[config.mk]
export PLATFORM = sky130hd
export DESIGN_NAME = mem_access_ctrl_flat
export DESIGN_NICKNAME = d
export VERILOG_FILES = /design/src/rtl/mem_access_ctrl_pkg.sv /design/src/rtl/mem_access_ctrl_if.sv /design/src/rtl/mem_access_ctrl_mask_gen.sv /design/src/rtl/mem_access_ctrl.sv /design/src/flat_wrapper.sv
export SDC_FILE = /design/constraint.sdc
export NUM_CORES = 1
export LEC_CHECK = 0
export ABC_AREA = 1
export CORE_MARGIN = 10
export CORE_UTILIZATION = 43
export CTS_CLUSTER_DIAMETER = 60
export DETAILED_ROUTE_END_ITERATION = 12
export GPL_TIMING_DRIVEN = 0
export PLACE_DENSITY = 0.8
export SLEW_MARGIN = 0
export SYNTH_ARGS = -nofsm -noshare
export SYNTH_HDL_FRONTEND = slang
export SYNTH_SLANG_ARGS = --single-unit
[constraint.sdc]
create_clock -name clk -period 2.8 [get_ports clk]
set_input_delay 0.7 -clock clk [delete_from_list [all_inputs] [get_ports clk]]
set_output_delay 0.7 -clock clk [all_outputs]
set_load 0.02 [all_outputs]
[src/rtl/mem_access_ctrl_pkg.sv]
// Shared types for the MEM-stage data-memory initiator: load/store funct3
// encodings, controller state, and the byte-lane helpers used by the mask logic.
package mem_access_ctrl_pkg;

  typedef enum logic [2:0] {
    LF3_LB  = 3'b000,
    LF3_LH  = 3'b001,
    LF3_LW  = 3'b010,
    LF3_LBU = 3'b100,
    LF3_LHU = 3'b101
  } load_funct3_t;

  typedef enum logic [2:0] {
    SF3_SB = 3'b000,
    SF3_SH = 3'b001,
    SF3_SW = 3'b010
  } store_funct3_t;

  typedef enum logic [1:0] {
    IDLE = 2'd0,
    BUSY = 2'd1,
    DONE = 2'd2
  } mem_ctrl_state_t;

  // funct3[1:0] carries the access size; anything that is not byte/half is a word
  localparam logic [1:0] SIZE_BYTE = 2'b00;
  localparam logic [1:0] SIZE_HALF = 2'b01;

  function automatic logic [3:0] access_mask(input logic [1:0] size, input logic [1:0] off);
    logic [3:0] m;
    case (size)
      SIZE_BYTE: m = 4'b0001 << off;
      SIZE_HALF: m = 4'b0011 << off;
      default:   m = 4'b1111;
    endcase
    return m;
  endfunction

  function automatic logic is_misaligned(input logic [1:0] size, input logic [1:0] off);
    logic mis;
    case (size)
      SIZE_BYTE: mis = 1'b0;
      SIZE_HALF: mis = off[0];
      default:   mis = |off;
    endcase
    return mis;
  endfunction

endpackage

[src/rtl/mem_access_ctrl_if.sv]
// Data-cache request/response bus between the MEM-stage initiator and the cache.
//
// Handshake: a request is a level. dmem_read or dmem_write stays high, with
// address/wdata/byte_enable stable, from the issue cycle until and including
// the cycle in which the cache pulses dmem_resp for exactly one cycle; that
// pulse completes the transfer and dmem_rdata is valid only in that cycle.
// The initiator drops the request the cycle after dmem_resp.
interface mem_access_ctrl_if;
  logic        dmem_read;
  logic        dmem_write;
  logic [31:0] dmem_address;
  logic [31:0] dmem_wdata;
  logic [3:0]  dmem_byte_enable;
  logic [31:0] dmem_rdata;
  logic        dmem_resp;

  modport master (
    output dmem_read, dmem_write, dmem_address, dmem_wdata, dmem_byte_enable,
    input  dmem_rdata, dmem_resp
  );

  modport slave (
    input  dmem_read, dmem_write, dmem_address, dmem_wdata, dmem_byte_enable,
    output dmem_rdata, dmem_resp
  );
endinterface

[src/rtl/mem_access_ctrl_mask_gen.sv]
// Combinational byte-lane logic: read/write masks, misalignment detect,
// word-aligned address and lane-shifted store data.
module mem_access_ctrl_mask_gen
  import mem_access_ctrl_pkg::*;
(
  input  logic [2:0]  i_funct3,
  input  logic [31:0] i_addr,
  input  logic [31:0] i_store_data,
  input  logic        i_mem_read,
  input  logic        i_mem_write,
  output logic [3:0]  o_rmask,
  output logic [3:0]  o_wmask,
  output logic        o_misaligned,
  output logic [31:0] o_aligned_addr,
  output logic [31:0] o_wdata,
  output logic [1:0]  o_bit_shift
);

  logic [1:0] w_off;
  logic [3:0] w_mask;
  // Sign/zero extension (funct3[2]) is applied at WB, not here
  logic       w_unused_sign;

  assign w_unused_sign = i_funct3[2];
  assign w_off         = i_addr[1:0];

  // Lane masks are suppressed entirely for misaligned accesses
  always_comb begin
    w_mask         = access_mask(i_funct3[1:0], w_off);
    o_misaligned   = is_misaligned(i_funct3[1:0], w_off);
    o_rmask        = (i_mem_read  && !o_misaligned) ? w_mask : 4'b0000;
    o_wmask        = (i_mem_write && !o_misaligned) ? w_mask : 4'b0000;
    o_aligned_addr = {i_addr[31:2], 2'b00};
    o_wdata        = i_store_data << {w_off, 3'b000};
    o_bit_shift    = w_off;
  end

endmodule

[src/rtl/mem_access_ctrl.sv]
// MEM-stage data-memory initiator: issues one cache request per load/store,
// stalls the pipe until the response, then holds the read word until the
// MEM/WB register takes it.
module mem_access_ctrl
  import mem_access_ctrl_pkg::*;
#(
  parameter int unsigned TIMEOUT = 255
) (
  input  logic              clk,
  input  logic              rst,
  input  logic              i_mem_valid,
  input  logic              i_mem_read,
  input  logic              i_mem_write,
  input  logic [2:0]        i_funct3,
  input  logic [31:0]       i_addr,
  input  logic [31:0]       i_store_data,
  input  logic              i_pipe_advance,
  mem_access_ctrl_if.master dmem,
  output logic              o_stall,
  output logic [31:0]       o_mem_rdata,
  output logic [1:0]        o_bit_shift,
  output logic [3:0]        o_rmask,
  output logic [3:0]        o_wmask,
  output logic              o_trap,
  output logic              o_timeout_err,
  output mem_ctrl_state_t   o_state
);

  localparam int CNT_W = (TIMEOUT < 2) ? 1 : $clog2(TIMEOUT + 1);
  localparam logic [CNT_W-1:0] CNT_MAX = CNT_W'(TIMEOUT);

  mem_ctrl_state_t r_state, w_next_state;

  logic [31:0]      r_addr, r_wdata, r_rdata;
  logic [3:0]       r_be;
  logic             r_rd, r_wr, r_timeout_err;
  logic [CNT_W-1:0] r_wait_cnt, w_cnt_inc;

  logic [3:0]  w_rmask, w_wmask;
  logic        w_misaligned, w_access, w_go, w_issue;
  logic [31:0] w_aligned_addr, w_shift_wdata;

  logic        w_dmem_read, w_dmem_write, w_stall;
  logic [31:0] w_dmem_address, w_dmem_wdata;
  logic [3:0]  w_dmem_be;

  mem_access_ctrl_mask_gen u_mask_gen (
    .i_funct3       (i_funct3),
    .i_addr         (i_addr),
    .i_store_data   (i_store_data),
    .i_mem_read     (i_mem_read),
    .i_mem_write    (i_mem_write),
    .o_rmask        (w_rmask),
    .o_wmask        (w_wmask),
    .o_misaligned   (w_misaligned),
    .o_aligned_addr (w_aligned_addr),
    .o_wdata        (w_shift_wdata),
    .o_bit_shift    (o_bit_shift)
  );

  // rst is folded into go so a live MEM op cannot leak a request while reset is held
  assign w_access  = i_mem_read | i_mem_write;
  assign w_go      = rst & i_mem_valid & w_access & ~w_misaligned;
  assign w_issue   = (r_state == IDLE) & w_go;
  assign w_cnt_inc = r_wait_cnt + 1'b1;

  // Next state and request/stall outputs; the issue cycle drives straight from the inputs
  always_comb begin
    w_next_state   = r_state;
    w_dmem_read    = 1'b0;
    w_dmem_write   = 1'b0;
    w_dmem_address = r_addr;
    w_dmem_wdata   = r_wdata;
    w_dmem_be      = r_be;
    w_stall        = 1'b0;
    case (r_state)
      IDLE: begin
        if (w_go) begin
          w_dmem_read    = i_mem_read;
          w_dmem_write   = i_mem_write;
          w_dmem_address = w_aligned_addr;
          w_dmem_wdata   = w_shift_wdata;
          w_dmem_be      = i_mem_write ? w_wmask : 4'b1111;
          w_stall        = 1'b1;
          w_next_state   = BUSY;
        end
      end
      BUSY: begin
        w_dmem_read  = r_rd;
        w_dmem_write = r_wr;
        w_stall      = 1'b1;
        if (dmem.dmem_resp) w_next_state = DONE;
      end
      DONE: begin
        if (i_pipe_advance) w_next_state = IDLE;
      end
      default: w_next_state = IDLE;
    endcase
  end

  // State register
  always_ff @(posedge clk or negedge rst) begin
    if (!rst) r_state <= IDLE;
    else      r_state <= w_next_state;
  end

  // Latch the request at issue so BUSY holds it independent of the inputs
  always_ff @(posedge clk or negedge rst) begin
    if (!rst) begin
      r_addr  <= '0;
      r_wdata <= '0;
      r_be    <= '0;
      r_rd    <= 1'b0;
      r_wr    <= 1'b0;
    end else if (w_issue) begin
      r_addr  <= w_dmem_address;
      r_wdata <= w_dmem_wdata;
      r_be    <= w_dmem_be;
      r_rd    <= i_mem_read;
      r_wr    <= i_mem_write;
    end
  end

  // Capture the raw response word; stores capture too, WB ignores it
  always_ff @(posedge clk or negedge rst) begin
    if (!rst)                                 r_rdata <= '0;
    else if (r_state == BUSY && dmem.dmem_resp) r_rdata <= dmem.dmem_rdata;
  end

  // Watchdog: count BUSY cycles, flag once TIMEOUT of them have elapsed
  always_ff @(posedge clk or negedge rst) begin
    if (!rst) begin
      r_wait_cnt    <= '0;
      r_timeout_err <= 1'b0;
    end else if (w_issue) begin
      r_wait_cnt <= '0;
    end else if (r_state == BUSY) begin
      if (r_wait_cnt != CNT_MAX) r_wait_cnt <= w_cnt_inc;
      if (TIMEOUT != 0 && r_wait_cnt != CNT_MAX && w_cnt_inc == CNT_MAX) r_timeout_err <= 1'b1;
    end
  end

  assign dmem.dmem_read        = w_dmem_read;
  assign dmem.dmem_write       = w_dmem_write;
  assign dmem.dmem_address     = w_dmem_address;
  assign dmem.dmem_wdata       = w_dmem_wdata;
  assign dmem.dmem_byte_enable = w_dmem_be;

  assign o_stall       = w_stall;
  assign o_mem_rdata   = r_rdata;
  assign o_rmask       = w_rmask;
  assign o_wmask       = w_wmask;
  assign o_trap        = i_mem_valid & w_access & w_misaligned;
  assign o_timeout_err = r_timeout_err;
  assign o_state       = r_state;

endmodule

[src/flat_wrapper.sv]
// flat-port wrapper written by rule: the top's interface ports become plain ports
module mem_access_ctrl_flat import mem_access_ctrl_pkg::*;
#(
  parameter int unsigned TIMEOUT = 255
)
  (clk, rst, i_mem_valid, i_mem_read, i_mem_write, i_funct3, i_addr, i_store_data, i_pipe_advance, o_stall, o_mem_rdata, o_bit_shift, o_rmask, o_wmask, o_trap, o_timeout_err, o_state, dmem_dmem_read, dmem_dmem_write, dmem_dmem_address, dmem_dmem_wdata, dmem_dmem_byte_enable, dmem_dmem_rdata, dmem_dmem_resp);
  mem_access_ctrl_if dmem_i ();
  input  logic clk;
  input  logic rst;
  input  logic i_mem_valid;
  input  logic i_mem_read;
  input  logic i_mem_write;
  input  logic [2:0] i_funct3;
  input  logic [31:0] i_addr;
  input  logic [31:0] i_store_data;
  input  logic i_pipe_advance;
  output logic o_stall;
  output logic [31:0] o_mem_rdata;
  output logic [1:0] o_bit_shift;
  output logic [3:0] o_rmask;
  output logic [3:0] o_wmask;
  output logic o_trap;
  output logic o_timeout_err;
  output mem_ctrl_state_t o_state;
  output wire logic [$bits(dmem_i.dmem_read)-1:0] dmem_dmem_read;
  output wire logic [$bits(dmem_i.dmem_write)-1:0] dmem_dmem_write;
  output wire logic [$bits(dmem_i.dmem_address)-1:0] dmem_dmem_address;
  output wire logic [$bits(dmem_i.dmem_wdata)-1:0] dmem_dmem_wdata;
  output wire logic [$bits(dmem_i.dmem_byte_enable)-1:0] dmem_dmem_byte_enable;
  input wire logic [$bits(dmem_i.dmem_rdata)-1:0] dmem_dmem_rdata;
  input wire logic [$bits(dmem_i.dmem_resp)-1:0] dmem_dmem_resp;
  assign dmem_dmem_read = dmem_i.dmem_read;
  assign dmem_dmem_write = dmem_i.dmem_write;
  assign dmem_dmem_address = dmem_i.dmem_address;
  assign dmem_dmem_wdata = dmem_i.dmem_wdata;
  assign dmem_dmem_byte_enable = dmem_i.dmem_byte_enable;
  assign dmem_i.dmem_rdata = dmem_dmem_rdata;
  assign dmem_i.dmem_resp = dmem_dmem_resp;
  mem_access_ctrl #(.TIMEOUT(TIMEOUT)) u_core (.clk(clk), .rst(rst), .i_mem_valid(i_mem_valid), .i_mem_read(i_mem_read), .i_mem_write(i_mem_write), .i_funct3(i_funct3), .i_addr(i_addr), .i_store_data(i_store_data), .i_pipe_advance(i_pipe_advance), .dmem(dmem_i), .o_stall(o_stall), .o_mem_rdata(o_mem_rdata), .o_bit_shift(o_bit_shift), .o_rmask(o_rmask), .o_wmask(o_wmask), .o_trap(o_trap), .o_timeout_err(o_timeout_err), .o_state(o_state));
endmodule
==> results of run 1 <==
-- cell usage after synthesis, types with 3 or more instances --
cell type and count:
o21ai_0 46, buf_2 11, inv_2 3, mux2_2 32, inv_1 29, dfrtp_1 113, clkbuf_1 8, buf_4 11
nand2_1 271, nand3_1 24, o21ai_1 7, buf_6 3, nor2_1 64, a21oi_1 10, a211oi_1 7
-- layer usage --
layer	global-route usage [%]	wire [um]
met3	8.35	1750
met5	0	0
met2	34.3	8890
met4	5.81	184
met1	25.3	8120
-- worst register-to-register path: stages, from the launching register on --
cell	delay, ns
dfrtp_1	0.44
inv_1	0.08
nor2_1	0.06
nand2_1	0.20
buf_2	0.30
mux2_2	0.38
-- timing repair --
item | 4_1_cts | 5_1_grt
resized for setup | 355 | 40
cloned | 3 | 1
hold buffers | 0 | 0
buffers inserted | 9 | 4
setup endpoints to repair | 80 | 63
pin swaps | 8 | 6
-- layout make-up --
cell class	instances	area [um^2]
Clock buffer	25	485
Sequential cell	113	2830
Tap cell	168	210
Fill cell	971	3580
Buffer	32	284
Timing Repair Buffer	238	2220
Inverter	33	125
Multi-Input combinational cell	479	2350
Clock inverter	6	80.1
-- metrics by stage --
stage	hold slack, ns	utilization [%]	cells	total power [mW]	setup TNS [ns]
after CTS	0.120	70.3	1090	7.23	0
after floorplan	0.404	-	658	3.79	0
after detailed placement	0.455	64.6	1047	5.28	-61.84
after global placement	0.448	64.4	1046	5.20	-1029.15
final	0.117	70.5	1094	7.18	0
after global routing	0.0986	70.5	1094	7.58	0
-- cell usage in the layout, fill, tap and decap left out, types with 10 or more instances in the layout --
cell / count
mux2_2: 32
clkdlybuf4s50_1: 133
inv_1: 29
nand2_1: 271
buf_4: 22
clkbuf_16: 18
dfrtp_1: 113
o21ai_1: 12
o21ai_0: 38
buf_2: 56
nor2_1: 58
clkbuf_2: 10
nand3_1: 23
a21oi_1: 10
-- kinds of logic after synthesis --
kind of cell / Yosys count
simple gates: 368
flops: 113
compound gates: 75
buf+inv: 66
mux: 33
fa+ha+maj: 2
xor+xnor: 1
-- registers in the layout, summed over array words and instances (netlist names) --
signal                cells
u_core.r_rd               1
u_core.r_addr            32
u_core.r_be               4
u_core.o_timeout_err      1
u_core.r_wr               1
u_core.o_state            2
u_core.o_mem_rdata       32
u_core.r_wdata           32
u_core.r_wait_cnt         8
-- worst min path at each step --
stage / start / to / slack, ns / depth (start not counted)
after floorplan: rst / u_core.o_mem_rdata[0] / 0.40 / 0
after global placement: u_core.r_wdata[8] / u_core.r_wdata[8] / 0.45 / 2
after detailed placement: u_core.r_addr[18] / u_core.r_addr[18] / 0.45 / 2
after CTS: rst / u_core.r_wdata[16] / 0.12 / 1
after global routing: rst / u_core.r_wdata[12] / 0.1 / 1
final: rst / u_core.r_wdata[25] / 0.12 / 1
-- power by group --
part | leakage, nW | internal [mW] | switching (mW) | total [mW]
registers | 1.42 | 2.15 | 0.227 | 2.38
clock network | 0.281 | 1.37 | 0.709 | 2.08
logic | 2.76 | 1.20 | 1.53 | 2.73
==> out/qor.csv, run 1 <==
metric,value,unit
num_antenna_cells,0,
regToRegStartpoint,u_core.o_state[0],
ys_seq_area_share,52.2,%
crit_arrival,2.04,ns
place.port_buffers,220,
synth_top_area_share,52.2,%
tightest_slew,0.527,ns
track_usage,21.1,%
synth-simple-area-share,26.6,%
drc,0,
finalCritPeriodShare,97.9,%
hold_class,input pin to asynchronous set/reset pin,
cp.required,2.10,ns
start_util,44.5,%
syn-instance-count,658,
outcome,"complete, no violations",
hold_viol,0,
core-area,12200,um^2
crit_start,i_funct3[0],
cp.buffers_inverters,5,
clock_sinks,113,
grt_max_degree,62,
ff2ff_setup_slack,1.22,ns
critPathCaptureType,output port,
cts_tree,built,
setup_ws,0.0578,ns
synth_compound_area_share,7.69,%
cp_cell_sequence,"dlygate4sd2_1, nand3_4, nand3_2, nor2_4, buf_12, buf_12, buf_8, nand2_1, nand2_1, buf_4",
drtAntennaViolNets,0,
die_w,132,um
setup_violations,0,
critPathMaxStageDelay,0.27,ns
ys_seq_elements,113,
fin_crit,2.74,ns
synth_top_family_by_area,simple AND/OR/NAND/NOR gates,
synth_edf_count,0,
cts_buffers,17,
crit_cells,10,
wl_per_cell,17.3,um
vias,5393,
fmax,365,MHz
antenna_found_initial,0,
crit_path_start_kind,input pin,
crit_fanout,7,
synthAdderAreaFrac,0.462,%
ys_types,29,
avgSynthCellArea,8.23,um^2
yosys_warnings,0,
cts_root_buf,clkbuf_16,
clockBufferDepth,2,
yosysTopAreaCell,dfrtp_1,
gr-total-overflow,0,
crit_slowest_cell,dlygate4sd2_1,
grt_pass1_wl,29300,um
cp-endpoint,dmem_dmem_wdata[11],
maxSlewHeadroom,64.8,%
synth_ff_type,dfrtp_1,
placed_cell_area,7860,um^2
via_per_inst,4.93,
power_density,838,nW/um^2
clk_latency,0.40,ns
syn_area,5420,um^2
finClkSkew,0.00711,ns
first_pass_iters,5,
rsz0062_at_grt,no,
fin_nets,1022,
grt_pass1_vias,5397,
maxCapViolations,0,
irDropWorstVdd,0.000468,V
dieHeight,132,um
layout-drive-gt1-share,22.1,%
reg2regPathDepth,5,
p_leak,4.46,nW
dp_hpwl,13900,um
place_congestion,0.897,
path_clk_slew,0.05,ns
maxSlewViolCount,0,
rr_endpoint,u_core.o_mem_rdata[15],
h-tree-depth,4,
critPathKind,input pin to output port,
pre_cts_ws,-0.941,ns
wl,18900,um
num_rows,40,
synth_fp_nets,766,
final_area,8580,um^2
die_area,17500,um^2
drt_iter0_drc,359,
io_pins,223,
synth_area_leaders,"dfrtp_1 52%, nand2_1 19%, mux2_2 6.7%, nor2_1 4.4%, o21ai_0 4.3%",
muxShareOfSynthArea,6.84,%
area_delta_synth_final,58.4,%
synth_xor_area_share,0.162,%
ys_async_sr_fraction,100,%
cp_top_family,buffers and inverters,
Power figures use the tool's default switching activity.
==> inputs of run 2 (changes only) <==
--- a/config.mk
+++ b/config.mk
@@ -8,7 +8,7 @@
 export ABC_AREA = 1
 export CORE_MARGIN = 10
 export CORE_UTILIZATION = 43
-export CTS_CLUSTER_DIAMETER = 60
+export CTS_CLUSTER_DIAMETER = 40
 export DETAILED_ROUTE_END_ITERATION = 12
 export GPL_TIMING_DRIVEN = 0
 export PLACE_DENSITY = 0.8
==> results of run 2 <==
Same layout as run 1: the final DEF is identical, and so are final timing and power.
==> inputs of run 3 (changes only) <==
--- a/config.mk
+++ b/config.mk
@@ -11,8 +11,8 @@
 export CTS_CLUSTER_DIAMETER = 40
 export DETAILED_ROUTE_END_ITERATION = 12
 export GPL_TIMING_DRIVEN = 0
+export HOLD_SLACK_MARGIN = 0.05
 export PLACE_DENSITY = 0.8
-export SLEW_MARGIN = 0
 export SYNTH_ARGS = -nofsm -noshare
 export SYNTH_HDL_FRONTEND = slang
 export SYNTH_SLANG_ARGS = --single-unit
==> results of run 3 <==
Same layout as run 1: the final DEF is identical, and so are final timing and power.
==> RTL edit 1 (flow settings as in run 2) <==
`TIMEOUT` is set to 255 in 2 places; all go to 510.
--- a/src/rtl/mem_access_ctrl.sv
+++ b/src/rtl/mem_access_ctrl.sv
@@ -4,7 +4,7 @@
 module mem_access_ctrl
   import mem_access_ctrl_pkg::*;
 #(
-  parameter int unsigned TIMEOUT = 255
+  parameter int unsigned TIMEOUT = 510
 ) (
   input  logic              clk,
   input  logic              rst,
--- a/src/flat_wrapper.sv
+++ b/src/flat_wrapper.sv
@@ -1,7 +1,7 @@
 // flat-port wrapper written by rule: the top's interface ports become plain ports
 module mem_access_ctrl_flat import mem_access_ctrl_pkg::*;
 #(
-  parameter int unsigned TIMEOUT = 255
+  parameter int unsigned TIMEOUT = 510
 )
   (clk, rst, i_mem_valid, i_mem_read, i_mem_write, i_funct3, i_addr, i_store_data, i_pipe_advance, o_stall, o_mem_rdata, o_bit_shift, o_rmask, o_wmask, o_trap, o_timeout_err, o_state, dmem_dmem_read, dmem_dmem_write, dmem_dmem_address, dmem_dmem_wdata, dmem_dmem_byte_enable, dmem_dmem_rdata, dmem_dmem_resp);
   mem_access_ctrl_if dmem_i ();
Check against the original RTL: no difference found for any inputs over 4 cycles, from zero or initial values and one cycle with rst low; that may be too few to reach the edited logic, so the function may still have changed.
==> RTL edit 1 against run 2 <==
Final area rose by 3.2%. Area after synthesis rose by 2.9%. Setup slack got worse by 0.041 ns. Clock power barely moved. Sequential cell count rose by 1. Total power rose by 4.1%. Routed wire length rose by 3.4%. First-iteration DRC count fell by 12%. Worst hold slack got worse by 0.027 ns.
==> RTL edit 1: results (changes against run 2) <==
Post-Route WL=19.6 mm (+3.4%); Netlist cell types=31 (+6.9%); status=completed; vias in the first global route=5,764 (+6.8%); Worst Setup EP=dmem_dmem_address[29]; Critical R2R Launch=u_core.o_state[1]; Reg-to-Reg End=u_core.r_be[2]; R2R Setup Slk=0.20 ns (-1.02 ns); worst hold margin=0.0903 ns (-0.0268 ns); post-synthesis sequential area ratio=0.512 (-0.0104); Global Route met1 Usage=0.250 (-0.00245); Initial DRC Count=317 (-12%); Final Net Count=1,062 (+3.9%); VDD IR max=0.640 mV (+37%); FILL cells=1,068 (+10%); buffers outside the clock class=285 (+5.6%); FF+latch count=114 (+0.88%); Synth top cells by count=nand2_1 (283), dfrtp_1 (114), nor2_1 (63); number of buffers added on ports=219 (-0.45%); largest net degree at the start of global routing=58 (-6.5%); met3 wire length=1.55 mm (-11%); buffering overhead=0.294 (+0.00215); Slew headroom=0.641 (-0.00749); Seq area share=0.322 (-0.00751); Post-Place Worst Slack=-0.919 ns (+0.0218 ns); DPL Wire Length=13.9 mm (about the same); static leakage=4.60 nW (+3.1%); invs w/o clock=37 (+12%); count of multi-input gates=498 (+4.0%); multi-input combinational area share=0.278 (+0.00456); DRT met1 WL=7.98 mm (-1.7%); reg2reg path depth=19 (+14); Post-Route Skew=0.00577 ns (-0.00134 ns); met3 Use GR=0.0747 (-0.00878); CP startpoint=i_mem_valid; total track usage=0.215 (+0.00380); DR vias/cell=4.93 (about the same); CP max FO=5 (-2)
==> RTL edit 1: cell count changes after synthesis, moves of 3 or more <==
cell     change
nor3_1       +4
nand2_1     +12
o21ai_0      -4
nand3_1      -7
buf_6        +3
a21oi_1     +13
inv_1        +5
==> RTL edit 1: through the flow <==
step,power [mW],cells,area (µm²),TNS (ns),utilization
floorplan,3.99,684,5580,0,-
global placement,5.43,1075,7980,-1037.69,0.630
detailed placement,5.49,1076,8010,-60.91,0.632
CTS,7.45,1138,8730,-0.0453,0.689
global route,7.91,1138,8860,-0.988,0.699
finish,7.48,1138,8860,0,0.699
==> RTL edit 1: cells by family after synthesis <==
logic type,synth area share
fa+ha+maj,0.00673
simple gates,0.269
flops,0.512
compound gates,0.0761
xor+xnor,0.00314
buf+inv,0.0667
mux,0.0664
==> RTL edit 1: report_power, final <==
| group | internal, mW | switching (mW) |
|---|---|---|
| Combinational | 1.33 | 1.63 |
| Clock | 1.29 | 0.793 |
| Sequential | 2.20 | 0.243 |
==> RTL edit 2 (settings of run 2) <==
Without the edit above. Put one more register stage on the output `o_timeout_err`. The value now appears one clock later. The other outputs are not delayed to match.
--- a/src/rtl/mem_access_ctrl.sv
+++ b/src/rtl/mem_access_ctrl.sv
@@ -151,7 +151,9 @@
   assign o_rmask       = w_rmask;
   assign o_wmask       = w_wmask;
   assign o_trap        = i_mem_valid & w_access & w_misaligned;
-  assign o_timeout_err = r_timeout_err;
+  always_ff @(posedge clk) begin
+    o_timeout_err <= r_timeout_err;
+  end
   assign o_state       = r_state;
 
 endmodule
Formal check against the unedited RTL: same outputs for any inputs over 4 cycles, from zero or initial values and one cycle with rst low; that may be too few to reach the edited logic, so the function may still have changed.
==> RTL edit 2 against run 2 <==
The run now ends with negative setup slack left. Area after synthesis grew 0.37%. Worst hold slack got worse by 0.021 ns. Largest cell class unchanged. Final area grew 1.9%. Routed wire length grew 1.5%. Total power is 2.4% higher. Setup slack got worse by 0.062 ns. Utilization fell by 0.67 points. Sequential share of layout area shrank 0.40 points. Combinational power rose by 1%. Critical endpoint is now dmem_dmem_wdata[20]. Sequential cell count increased by 1.
==> RTL edit 2: results (changes against run 2) <==
P_comb=2.77 mW (+1%); Seq area share=0.326 (-0.00398); VDD IR max=0.538 mV (+15%); Worst Setup EP=dmem_dmem_wdata[20]; DPL Wire Length=13.8 mm (-0.60%); fin util=0.699 (-0.00673); switch share=0.337 (-0.00622); layout cells sized above 1=0.238 (+0.0171); Async SR Flop Fraction=0.991 (-0.00877); Syn Nets=767 (+0.13%); top cells by area, synth=dfrtp_1 (52%), nand2_1 (19%), mux2_2 (6.6%); Critical Path AT=2.10 ns (+0.06 ns); Final Wtd Congestion=0.880 (-1.9%); R2R Setup Slk=1.20 ns (-0.02 ns); met3 Use GR=0.0814 (-0.00208); total track usage=0.216 (+0.00501); row count=41 (+2.5%); static leakage=4.54 nW (+1.9%); first-pass GRT wire length=30.3 mm (+3.4%); Top Metal Used=met4; Warnings, synthesis=0 (unchanged); Post-Place Worst Slack=-0.911 ns (+0.0302 ns); Setup TNS=-0.00426 ns (-0.00426 ns); Netlist cell types=30 (+3.4%); CP max stage cell=o21ai_0; Clk power=2.19 mW (+5%); Post-Route Skew=0.00704 ns (-0.0000679 ns); violated checks=negative setup slack; DRT met1 WL=7.97 mm (-1.9%); FILL cells=1,008 (+3.8%); Reg-to-Reg End=u_core.o_mem_rdata[2]; worst skew pair latency=0.41 ns; vias=5,452 (+1.1%); Final setup viols=1 (+1); Slew headroom=0.670 (+0.0214); clock buf count=23 (-8.0%); worst setup slack after layout=-0.00426 ns (-0.0621 ns); Gate power share=0.377 (-0.002); buffering overhead=0.294 (+0.00275); CP startpoint=i_addr[0]; Final Net Count=1,026 (+0.39%); wire length on met2=8.94 mm (+0.53%); vias in the first global route=5,553 (+2.9%); post-synthesis register bit count=114 (+0.88%); post-cts resize count=378 (+6.5%); wire length per cell=17.4 µm (+0.64%); Initial DRC Count=323 (-10%); status=finished, violations left; largest net degree at the start of global routing=76 (+23%); CP max FO=10 (+3); Global Route met1 Usage=0.260 (+0.00729); setup bufs post-CTS=12 (+3); clk tree area frac=0.0694 (+0.00347); placed cells=1,052 (+0.48%); DR vias/cell=4.94 (+0.27%); buffers outside the clock class=273 (+1.1%); Post-DP Area=7880 µm² (+0.32%); Syn Area/Cell=8.25 µm² (+0.22%)
-- RTL edit 2: kinds of logic (layout without fill, tap and decap cells) --
family,count (synthesis),after routing,share of synthesized area
buf+inv,66,338,0.0598
simple gates,368,368,0.265
fa+ha+maj,2,2,0.00460
flops,114,114,0.524
mux,33,33,0.0681
xor+xnor,1,1,0.00161
compound gates,75,75,0.0766
-- RTL edit 2: worst min-delay path by stage --
stage                    startpoint              endpoint  slack [ns]  cells after the start
2_1_floorplan  u_core.r_timeout_err  u_core.o_timeout_err        0.35                      0
4_1_cts                         rst    u_core.r_wdata[12]         0.1                      1
5_1_grt                         rst    u_core.r_wdata[24]        0.08                      1
3_3_place_gp   u_core.r_timeout_err  u_core.o_timeout_err        0.35                      0
6_report                        rst    u_core.r_wdata[20]         0.1                      1
3_5_place_dp   u_core.r_timeout_err  u_core.o_timeout_err        0.35                      0
